`src/rtl/shot_pkg.sv`:
```
// Shared types and constants for the shot sequencer.
package shot_pkg;

    // Sequencer states
    typedef enum logic [1:0] {
        IDLE   = 2'd0,
        FLIGHT = 2'd1,
        DONE   = 2'd2
    } state_t;

    // Right-most playfield column
    localparam int X_MAX = 31;

    // Horizontal direction encoding of the aim vector
    localparam logic DIR_LEFT  = 1'b0;
    localparam logic DIR_RIGHT = 1'b1;

    // Signed position wide enough to hold one step past either wall (-31..62)
    typedef logic signed [6:0] pos_t;

endpackage

```
`src/rtl/tick_div.sv`:
```
// Frame-tick divider: produces a one-cycle step pulse on every TICK_DIV-th
// enabled tick. The pulse is combinational so the shot moves on the same
// edge that samples the tick. i_clr restarts the count on launch.
module tick_div #(
    parameter int TICK_DIV = 4
) (
    input  logic clk,
    input  logic reset_n,
    input  logic i_clr,
    input  logic i_en,
    input  logic i_tick,
    output logic o_step
);

    logic [3:0] r_cnt;
    logic       w_last;

    assign w_last = (r_cnt == 4'(TICK_DIV - 1));
    assign o_step = i_en && i_tick && w_last;

    // Count enabled ticks, wrapping to zero on the step tick
    always_ff @(posedge clk or negedge reset_n) begin
        if (!reset_n) begin
            r_cnt <= 4'd0;
        end else if (i_clr) begin
            r_cnt <= 4'd0;
        end else if (i_en && i_tick) begin
            r_cnt <= w_last ? 4'd0 : r_cnt + 4'd1;
        end
    end

endmodule

```
`src/rtl/shot_ctrl.sv`:
```
// Projectile sequencer: latches launcher column and aim on fire, then steps
// the shot across the 32-column playfield every TICK_DIV frame ticks until
// it hits something, passes the top row, or (default build) meets a wall.
// Build option: define SHOT_BOUNCE_EN to make the side walls reflect the
// shot instead of absorbing it.
module shot_ctrl
    import shot_pkg::*;
#(
    parameter int TICK_DIV = 4,
    parameter int Y_MAX    = 15
) (
    input  logic       clk,
    input  logic       reset_n,
    input  logic       fire,
    input  logic       tick,
    input  logic [4:0] x_pos,
    input  logic [4:0] run,
    input  logic [4:0] rise,
    input  logic       dir,
    input  logic       hit,
    output logic       shot_active,
    output logic [4:0] shot_x,
    output logic [4:0] shot_y,
    output logic       shot_done,
    output logic       move_lock
);

    localparam pos_t C_XMAX = pos_t'(X_MAX);
    localparam pos_t C_REFL = pos_t'(2 * X_MAX);

    state_t     r_state, w_state_n;
    logic [4:0] r_x, w_x_n;
    logic [4:0] r_y, w_y_n;
    logic [4:0] r_run, w_run_n;
    logic [4:0] r_rise, w_rise_n;
    logic       r_dir, w_dir_n;
    logic       r_active;
    logic       r_done;
    logic       w_launch;
    logic       w_end;
    logic       w_step;
    logic [5:0] w_y_sum;
    pos_t       w_x_cur;
    pos_t       w_run_s;
    pos_t       w_x_sum;

    tick_div #(
        .TICK_DIV (TICK_DIV)
    ) u_tick_div (
        .clk     (clk),
        .reset_n (reset_n),
        .i_clr   (w_launch),
        .i_en    (r_state == FLIGHT),
        .i_tick  (tick),
        .o_step  (w_step)
    );

    // Candidate next position; the 6/7-bit widths expose overflow past the
    // top row and past either wall.
    assign w_y_sum = {1'b0, r_y} + {1'b0, r_rise};
    assign w_x_cur = {2'b00, r_x};
    assign w_run_s = {2'b00, r_run};
    assign w_x_sum = (r_dir == DIR_RIGHT) ? (w_x_cur + w_run_s) : (w_x_cur - w_run_s);

    // Next-state and next-value logic; hit takes priority over a step
    always_comb begin
        w_state_n = r_state;
        w_x_n     = r_x;
        w_y_n     = r_y;
        w_run_n   = r_run;
        w_rise_n  = r_rise;
        w_dir_n   = r_dir;
        w_launch  = 1'b0;
        w_end     = 1'b0;
        case (r_state)
            IDLE: begin
                if (fire) begin
                    w_launch  = 1'b1;
                    w_x_n     = x_pos;
                    w_y_n     = 5'd0;
                    w_run_n   = run;
                    // zero rise would never reach the top row
                    w_rise_n  = (rise == 5'd0) ? 5'd1 : rise;
                    w_dir_n   = dir;
                    w_state_n = FLIGHT;
                end
            end
            FLIGHT: begin
                if (hit) begin
                    w_state_n = DONE;
                end else if (w_step) begin
                    if (w_y_sum > 6'(Y_MAX)) begin
                        w_y_n = 5'(Y_MAX);
                        w_end = 1'b1;
                    end else begin
                        w_y_n = w_y_sum[4:0];
                    end
`ifdef SHOT_BOUNCE_EN
                    if (w_x_sum < 7'sd0) begin
                        w_x_n   = 5'(-w_x_sum);
                        w_dir_n = ~r_dir;
                    end else if (w_x_sum > C_XMAX) begin
                        w_x_n   = 5'(C_REFL - w_x_sum);
                        w_dir_n = ~r_dir;
                    end else begin
                        w_x_n = 5'(w_x_sum);
                    end
`else
                    if (w_x_sum < 7'sd0) begin
                        w_x_n = 5'd0;
                        w_end = 1'b1;
                    end else if (w_x_sum > C_XMAX) begin
                        w_x_n = 5'(X_MAX);
                        w_end = 1'b1;
                    end else begin
                        w_x_n = 5'(w_x_sum);
                    end
`endif
                    if (w_end) begin
                        w_state_n = DONE;
                    end
                end
            end
            DONE: begin
                w_state_n = IDLE;
            end
            default: begin
                w_state_n = IDLE;
            end
        endcase
    end

    // State, position and status flags, cleared by the asynchronous reset
    always_ff @(posedge clk or negedge reset_n) begin
        if (!reset_n) begin
            r_state  <= IDLE;
            r_x      <= 5'd0;
            r_y      <= 5'd0;
            r_active <= 1'b0;
            r_done   <= 1'b0;
        end else begin
            r_state  <= w_state_n;
            r_x      <= w_x_n;
            r_y      <= w_y_n;
            r_active <= (w_state_n == FLIGHT);
            r_done   <= (w_state_n == DONE);
        end
    end

    // Latched aim vector; only meaningful while a shot is in flight
    always_ff @(posedge clk) begin
        r_run  <= w_run_n;
        r_rise <= w_rise_n;
        r_dir  <= w_dir_n;
    end

    assign shot_active = r_active;
    assign move_lock   = r_active;
    assign shot_done   = r_done;
    assign shot_x      = r_x;
    assign shot_y      = r_y;

endmodule

```
`config.mk`:
```
export PLATFORM = sky130hd
export DESIGN_NAME = shot_ctrl
export DESIGN_NICKNAME = d
export VERILOG_FILES = /design/src/rtl/shot_pkg.sv /design/src/rtl/tick_div.sv /design/src/rtl/shot_ctrl.sv
export SDC_FILE = /design/constraint.sdc
export NUM_CORES = 1
export LEC_CHECK = 0
export CAP_MARGIN = 20
export CORE_AREA = 2 2 66 68
export CTS_CLUSTER_DIAMETER = 40
export DETAILED_ROUTE_END_ITERATION = 8
export DIE_AREA = 0 0 68 70
export GPL_ROUTABILITY_DRIVEN = 0
export PLACE_DENSITY = 0.8
export SLEW_MARGIN = 20
export SYNTH_ARGS = -nofsm -noshare
export SYNTH_HDL_FRONTEND = slang
export SYNTH_SLANG_ARGS = --single-unit
```
`constraint.sdc`:
```
create_clock -name clk -period 2.2 [get_ports clk]
set_input_delay 0.33 -clock clk [delete_from_list [all_inputs] [get_ports clk]]
set_output_delay 0.33 -clock clk [all_outputs]
set_load 0.05 [all_outputs]
```
After elaboration in Yosys (flattened, before gate mapping)
Index checks and enable logic that the tools add are counted.
Widths: inputs -> output; s select.
{ "word_totals": {"ff_bits": 29, "output_inout_bits": 13, "wordCells": 59} }
{ "classes": {"addsub": 4, "order_cmp": 3, "eq_ne": 7, "muxes": 28, "n_reduce_logical": 8} }
{ "op_table": {"columns": ["cell", "n"], "rows": [
  ["$mux 5", 9],
  ["$pmux 5 s2", 2],
  ["$add 5x5->6", 2],
  ["$mux 4", 3],
  ["$mux 1", 8],
  ["$mux 2", 4],
  ["$gt 7x6->1 const B", 1],
  ["$lt 7x1->1 const B", 1],
  ["$mux 7", 1],
  ["$gt 6x4->1 const B", 1],
  ["$ne 2x2->1 const B", 3],
  ["$sub 5x5->6", 1],
  ["$logic_not 5->1", 1],
  ["$add 4x1->4 const B", 1],
  ["$eq 2x1->1 const B", 2],
  ["$eq 4x2->1 const B", 1],
  ["$pmux 2 s2", 1],
  ["$reduce_and 4->1", 1],
  ["$reduce_bool 2->1", 2],
  ["$eq 2x2->1 const B", 1],
  ["$logic_and 1x1->1", 2],
  ["$logic_not 2->1", 1],
  ["$reduce_and 2->1", 1]
]} }

Longest topological paths before layout
Gate-level depths: netlist of run 1.
{ "depth": {"word_depth": 13, "mapped_depth": 9} }

Modules after synthesis
A second synthesis of run 1 with hierarchy kept.
{ "unflattened": {"hier_cells": 176, "area_unflattened_um2": 1789.2} }
{ "by_module_without_submodules": {"columns": ["module", "n_inst", "cells_each", "area_each_um2", "seq_area_each_um2"], "rows": [
  ["shot_ctrl", 1, 154, 1579.0, 680.7],
  ["tick_div", 1, 22, 210.2, 100.1]
]} }

Worst setup path after synthesis of run 1
No wires, ideal clock.
{ "synth_timing": {"path_kind": "reg-to-reg", "startpoint": "reg r_x[0] (netlist: shot_x[0])", "endpoint": "reg r_x[4] (netlist: shot_x[4])", "setup_time_ns": 0.126, "t_arrival_ns": 2.320, "path_slack_ns": -0.246, "path_stages_with_launch": 8, "synth_period_minus_slack_ns": 2.446, "path_cell_list": "dfrtp_1 -> ha_1 -> fa_1 -> nor3b_1 -> a211o_1 -> nor4b_1 -> nor3b_1 -> a221o_1"} }
{ "synth_between": {"elab_chain_cells": 8, "word_cells_on_any_way": 10, "classes_between": "2 x add/sub; 2 x order compare; 6 x mux"} }
{ "synth_lines": {"columns": ["element", "line_no", "source"], "rows": [
  ["from (decl)", "shot_ctrl.sv:32", "logic [4:0] r_x, w_x_n;"],
  ["from (signal assigned)", "shot_ctrl.sv:143", "r_x <= w_x_n;"],
  ["$sub 5x5->6 / $add 5x5->6 (equally long branches)", "shot_ctrl.sv:63", "assign w_x_sum = (r_dir == DIR_RIGHT) ? (w_x_cur + w_run_s) : (w_x_cur - w_run_s);"],
  ["$mux 7 *", "shot_ctrl.sv:63", null],
  ["$gt 7x6->1", "shot_ctrl.sv:112", "end else if (w_x_sum > C_XMAX) begin"],
  ["$mux 5", "shot_ctrl.sv:112", null],
  ["$mux 5 *", "shot_ctrl.sv:109", "if (w_x_sum < 7'sd0) begin"],
  ["$mux 5 *", "shot_ctrl.sv:91", "end else if (w_step) begin"],
  ["$mux 5 *", "shot_ctrl.sv:89", "if (hit) begin"],
  ["$pmux 5 s2 *", "shot_ctrl.sv:75", "case (r_state)"]
]} }
Every way passes the cells marked *; elsewhere a longest branch is shown, timed or not. The select of a mux whose other input is x is not followed.
A chain may end at the register's enable or synchronous reset.

Worst setup path in the final report of run 1
Ends and elaborated chain as after synthesis.

==> impl_metrics.py, run 1 <==
metrics = {
    "status": {
        "status": "completed",
    },
    "critical_path": {
        "crit_start": "shot_x[0]$_DFFE_PN0P_",
        "critPathKind": "register to register",
        "cp.arrival_ps": 2320,
        "critical_path_required_ps": 2360,
        "rrSetupSlack_ps": 40,
        "critPathCapture": "shot_x[4]$_DFFE_PN0P_",
        "crit_fanout": 3,
        "r2r-end": "shot_x[4]$_DFFE_PN0P_",
        "r2r_start": "shot_x[0]$_DFFE_PN0P_",
        "cp-start-kind": "register",
        "rr_worst_depth": 9,
        "crit_path_end_kind": "register",
    },
    "global_route": {
        "busiest_layer": "met2",
        "use_met1": 0.248,
        "grtUsageMet3": 0.0515,
        "grt_max_degree": 20,
        "use_met2": 0.303,
        "grt_use_total": 0.194,
        "grt_pass1_wl_um": 6850,
        "grt_overflow": 0,
        "antenna_found_initial": 0,
        "grt_pass1_vias": 1513,
    },
    "cells_and_area": {
        "area_growth_syn_to_layout_pct": 33.8,
        "antenna_cells": 0,
        "multiInputGateArea_um2": 1020,
        "final_cells": 278,
        "layout_common_cells": "clkdlybuf4s50_1, buf_4, nor2_1, dfrtp_1, ha_1",
        "drive_gt1_frac": 0.199,
        "nNetsFinal": 265,
        "regArea_um2": 785,
        "nFillCells": 348,
        "layout_commonest_cell": "clkdlybuf4s50_1",
    },
    "clocking": {
        "clk_latency_ps": 280,
        "cts.clk_slew.worst_paths_ps": 70,
        "cts_tree": "done",
        "cts_num_sinks": 29,
        "htree_levels": 2,
        "cts_buffers": 5,
        "root_buffer": "clkbuf_8",
        "clock_path_buffers": 2,
    },
    "run": {
        "drv_cap": 0,
    },
    "drt": {
        "wl_um": 4130,
        "routedWlPerCell_um": 14.9,
        "drtPass1Iterations": 4,
        "antenna_left": 0,
        "detail_route.vias_per_cell": 5.39,
        "drt_iter0_drc": 156,
        "vias": 1498,
        "drc": 0,
    },
    "yosys": {
        "synth_ff_type": "dfrtp_1",
        "syn_inst": 176,
        "synth_edf_count": 11,
        "synth_seq_cells": 29,
        "syn-num-nets": 216,
        "async_flop_share": 0.621,
        "yosysSeqAreaShare": 0.422,
        "ys.warnings.count": 0,
        "syn_avg_cell_area_um2": 10.5,
        "ys_types": 51,
        "netlist_area_um2": 1850,
    },
    "sta": {
        "worstMarginPinSlew_ps": 572,
        "fin_tns_setup_ps": 0,
        "finClkSkew_ps": 9.76,
        "slew_headroom": 0.618,
        "holdWs_ps": 374,
        "fin_crit_ps": 2160,
        "timing.final.crit_share": 0.981,
        "finalHoldViolCount": 0,
        "drv_slew": 0,
        "fmax_ghz": 0.464,
        "rsz0062_at_grt": "yes",
        "setup_violations": 0,
    },
    "power": {
        "pwr-share-comb": 0.591,
        "p_leak_uw": 0.00109,
        "swShare": 0.442,
        "p_int_uw": 1790,
        "powerDensity_nw_per_um2": 1300,
        "p_seq_frac": 0.271,
        "clkPwrFrac": 0.139,
        "power.switching_uw": 1420,
        "irDropWorstVdd_v": 0.000663,
    },
    "place": {
        "port_buffers": 33,
        "post-dp-hpwl_um": 3080,
        "placed_cells": 268,
    },
    "floorplanning": {
        "core.rowCount": 24,
        "die_w_um": 68,
        "initial_utilization": 0.446,
        "pin_count": 34,
        "fp.coreArea_um2": 4140,
        "die_h_um": 70,
        "die_area_um2": 4760,
    },
    "min_path": {
        "min_path_type": "primary input to asynchronous set/reset pin",
    },
}
==> cell usage after synthesis (2+ instances only) <==
cell / instances / area share
a211oi_2: 2 / 0.014
a21o_1: 5 / 0.020
a21oi_1: 11 / 0.030
a31oi_1: 2 / 0.0068
a41oi_1: 2 / 0.0095
and3_1: 2 / 0.0068
buf_4: 3 / 0.012
clkbuf_1: 5 / 0.010
dfrtp_1: 18 / 0.24
edfxtp_1: 11 / 0.18
fa_1: 3 / 0.032
ha_1: 16 / 0.11
inv_1: 12 / 0.024
mux2_1: 2 / 0.012
nand2_1: 13 / 0.026
nand2b_1: 2 / 0.0068
nand3_1: 3 / 0.0081
nand4_1: 2 / 0.0068
nor2_1: 15 / 0.030
nor2b_1: 3 / 0.010
nor3_1: 2 / 0.0054
nor3b_1: 4 / 0.016
nor4b_1: 2 / 0.0095
o21ai_0: 2 / 0.0054
o21ai_1: 6 / 0.016
o31ai_1: 2 / 0.0081
o41ai_1: 2 / 0.0095
==> per-stage QoR <==
step | area (um^2) | total power [uW] | setup slack [ps] | util
floorplan | 1890 | 2090 | -37.5 | -
global placement | 2350 | 2660 | 35.5 | 0.568
detailed placement | 2350 | 2710 | 3.29 | 0.568
CTS | 2450 | 3180 | 1.25 | 0.591
global route | 2470 | 3450 | -36.4 | 0.597
finish | 2470 | 3210 | 42.5 | 0.597
==> kinds of logic after synthesis <==
family                     count (synthesis)  synth area share
AOI/OAI and AO/OA                         44             0.166
xor gates and xnor gates                   2           0.00947
adders and majority gates                 19             0.141
buffers and inverters                     21            0.0528
DFF                                       29             0.422
muxes                                      4            0.0237
and+or+nand+nor                           57             0.185
==> layout make-up <==
cell class	count	area share
tap	52	0.0263
multi-input combinational	126	0.414
timing repair buffer	51	0.188
clock buffer	8	0.0364
inverter	12	0.0182
sequential	29	0.317
==> worst max-delay path, cell delays in order (launching register included) <==
cell,delay [ps]
dfrtp_2,440
inv_2,80
ha_4,130
inv_2,30
fa_2,350
a21o_1,180
a211oi_2,260
mux2i_1,210
nor3b_1,70
a221o_1,290
==> per-layer routing <==
metal	vias to the layer above	part of all wire
li1	734	-
met1	711	0.42
met2	45	0.51
met3	8	0.050
met4	0	0.021
met5	-	0
==> power by group through the flow <==
stage               Combinational (uW)  Clock (uW)  Sequential (uW)
CTS                               1840         466              871
detailed placement                1830           0              876
floorplan                          932           0             1160
finish                            1890         444              868
global placement                  1790           0              872
global route                      2060         496              890
==> registers in the layout (all words and copies together) (netlist names) <==
name,cells
r_state,2
shot_x,5
r_run,5
shot_y,5
shot_done,1
r_rise,5
move_lock,1
u_tick_div.r_cnt,4
r_dir,1
==> what timing repair did <==
item	in CTS	in global routing
hold endpoints to repair	0	0
endpoints found under the setup margin	1	6
hold buffers	0	0
pin swaps	1	8
buffers inserted	1	1
resized for setup	0	3
==> worst min path at each step <==
stage / end / slack, ps / cells after the start
2_1_floorplan: move_lock$_DFF_PN0_ / 30 / 0
6_report: shot_y[3]$_DFFE_PN0P_ / 370 / 2
4_1_cts: shot_y[3]$_DFFE_PN0P_ / 380 / 2
3_3_place_gp: shot_y[0]$_DFFE_PN0P_ / 510 / 2
5_1_grt: shot_y[3]$_DFFE_PN0P_ / 390 / 2
3_5_place_dp: shot_y[4]$_DFFE_PN0P_ / 510 / 1
(Power assumes the default switching activity.)
==> run 2, diff against run 1 <==
--- a/config.mk
+++ b/config.mk
@@ -12,6 +12,7 @@
 export DIE_AREA = 0 0 68 70
 export GPL_ROUTABILITY_DRIVEN = 0
 export PLACE_DENSITY = 0.8
+export RECOVER_POWER = 100
 export SLEW_MARGIN = 20
 export SYNTH_ARGS = -nofsm -noshare
 export SYNTH_HDL_FRONTEND = slang
==> impl_metrics.py, run 2 (same netlist as run 1, synthesis figures left out) <==
metrics = {
    "sta": {
        "setup_violations": 0,
        "slew_headroom": 0.315,
        "holdWs_ps": 524,
        "rsz0062_at_grt": "yes",
        "finClkSkew_ps": 9.44,
        "worstMarginPinSlew_ps": 1030,
        "timing.final.crit_share": 0.979,
        "fmax_ghz": 0.464,
        "finalHoldViolCount": 0,
        "setup_ws_ps": 46.2,
        "drv_slew": 0,
        "fin_crit_ps": 2150,
    },
    "run": {
        "drv_cap": 0,
    },
    "clocking": {
        "cts.clk_slew.worst_paths_ps": 70,
        "clk_latency_ps": 280,
        "root_buffer": "clkbuf_8",
        "cts_hold_buffers": 0,
        "htree_levels": 2,
        "cts_buffers": 5,
        "cts_tree": "done",
        "cts_num_sinks": 29,
        "clock_path_buffers": 2,
    },
    "status": {
        "status": "completed",
    },
    "critical_path": {
        "critPathKind": "register to register",
        "path_cells": "inv_2 -> ha_4 -> inv_2 -> fa_2 -> a21o_1 -> a211oi_2 -> mux2i_1 -> nor3b_1 -> a221o_1",
        "crit_fanout": 3,
        "rr_worst_depth": 9,
        "critical_path.most_common_cell": "inv_2",
        "cp.arrival_ps": 2320,
        "rrSetupSlack_ps": 50,
        "slowest_delay_ps": 440,
        "cp_slowest_cell": "dfrtp_2",
        "r2r_start": "shot_x[0]$_DFFE_PN0P_",
        "cp-start-kind": "register",
        "critical_path_required_ps": 2360,
        "r2r-end": "shot_x[4]$_DFFE_PN0P_",
        "crit_path_end_kind": "register",
    },
    "floorplanning": {
        "initial_utilization": 0.446,
        "pin_count": 34,
        "core.rowCount": 24,
        "die_h_um": 70,
        "fp.coreArea_um2": 4140,
        "die_area_um2": 4760,
        "die_w_um": 68,
    },
    "global_route": {
        "grt_use_total": 0.194,
        "grt_overflow": 0,
        "grt_pass1_wl_um": 6850,
        "antenna_found_initial": 0,
        "grt_max_degree": 20,
        "grt_pass1_vias": 1513,
    },
    "drt": {
        "drt_iter0_drc": 133,
        "wl_um": 4110,
        "antenna_left": 0,
        "routedWlPerCell_um": 14.8,
        "vias": 1490,
        "drtPass1Iterations": 4,
        "drc": 0,
        "detail_route.vias_per_cell": 5.36,
    },
    "cells_and_area": {
        "nFillCells": 348,
        "nNetsFinal": 265,
        "layout_common_cells": "clkdlybuf4s50_1, buf_4, nor2_1, dfrtp_1, ha_1",
        "area_growth_syn_to_layout_pct": 33.4,
        "drive_gt1_frac": 0.190,
        "final_core_util": 0.595,
        "final_area_um2": 2470,
        "antenna_cells": 0,
        "layout_commonest_cell": "clkdlybuf4s50_1",
    },
    "power": {
        "irDropWorstVdd_v": 0.000661,
        "fin_total_pwr_uw": 3200,
        "p_leak_uw": 0.00109,
        "powerDensity_nw_per_um2": 1300,
    },
    "min_path": {
        "min_path_type": "register to register",
        "hold_depth": 1,
        "hold-path-endpoint": "shot_y[4]$_DFFE_PN0P_",
        "hold_start": "shot_y[4]$_DFFE_PN0P_",
    },
    "place": {
        "place_area_um2": 2350,
        "port_buffers": 33,
        "post-dp-hpwl_um": 3080,
        "dp_slack_ps": 3.29,
    },
}
-- run 2: final cells by class --
type | instances | area, um^2 | area share
timing repair buffer | 51 | 458 | 0.186
tap | 52 | 65.1 | 0.0264
inverter | 12 | 45.0 | 0.0183
sequential | 29 | 785 | 0.318
clock buffer | 8 | 90.1 | 0.0365
multi-input combinational | 126 | 1020 | 0.415
-- run 2: how the worst max path moves through the flow --
stage	start	end	cells past startpoint
5_1_grt	r_run[1]$_DFFE_PP_	move_lock$_DFF_PN0_	7
3_3_place_gp	r_run[0]$_DFFE_PP_	shot_x[4]$_DFFE_PN0P_	7
4_1_cts	r_run[0]$_DFFE_PP_	shot_x[4]$_DFFE_PN0P_	7
2_1_floorplan	shot_x[0]$_DFFE_PN0P_	shot_x[4]$_DFFE_PN0P_	9
6_report	shot_x[0]$_DFFE_PN0P_	shot_x[4]$_DFFE_PN0P_	9
3_5_place_dp	r_run[0]$_DFFE_PP_	shot_x[4]$_DFFE_PN0P_	7
-- run 2: stage by stage --
| step | setup TNS, ps | instances |
|---|---|---|
| after floorplan | -37.5 | 176 |
| after global placement | 0 | 268 |
| after detailed placement | 0 | 268 |
| after CTS | 0 | 277 |
| after global routing | -187 | 278 |
| final | 0 | 278 |
-- run 2: power breakdown --
| group | internal, uW | switching [uW] |
|---|---|---|
| clock | 254 | 190 |
| sequential | 722 | 147 |
| combinational | 804 | 1080 |
| total | 1780 | 1420 |
-- run 2: routing by layer --
| metal | vias to the layer above | part of all wire | GRT usage |
|---|---|---|---|
| met5 | - | 0 | 0 |
| met4 | 0 | 0.021 | 0.0844 |
| met3 | 8 | 0.049 | 0.0515 |
| met2 | 47 | 0.51 | 0.303 |
| met1 | 702 | 0.42 | 0.248 |
| li1 | 733 | - | - |
-- run 2: critical path: cells and delay by family, from the launching register on --
| kind | cells | cell delay [ps] |
|---|---|---|
| AO/OA/AOI/OAI | 3 | 730 |
| adder cells (fa/ha/maj) | 2 | 480 |
| flip-flops | 1 | 440 |
| multiplexers | 1 | 210 |
| buffers and inverters | 2 | 110 |
| AND/OR/NAND/NOR | 1 | 70 |
-- run 2: what timing repair did --
action                     in CTS  in global routing
setup buffers                   1                  1
pin swaps                       1                  8
setup endpoints to repair       1                  6
gates resized for setup         0                  3
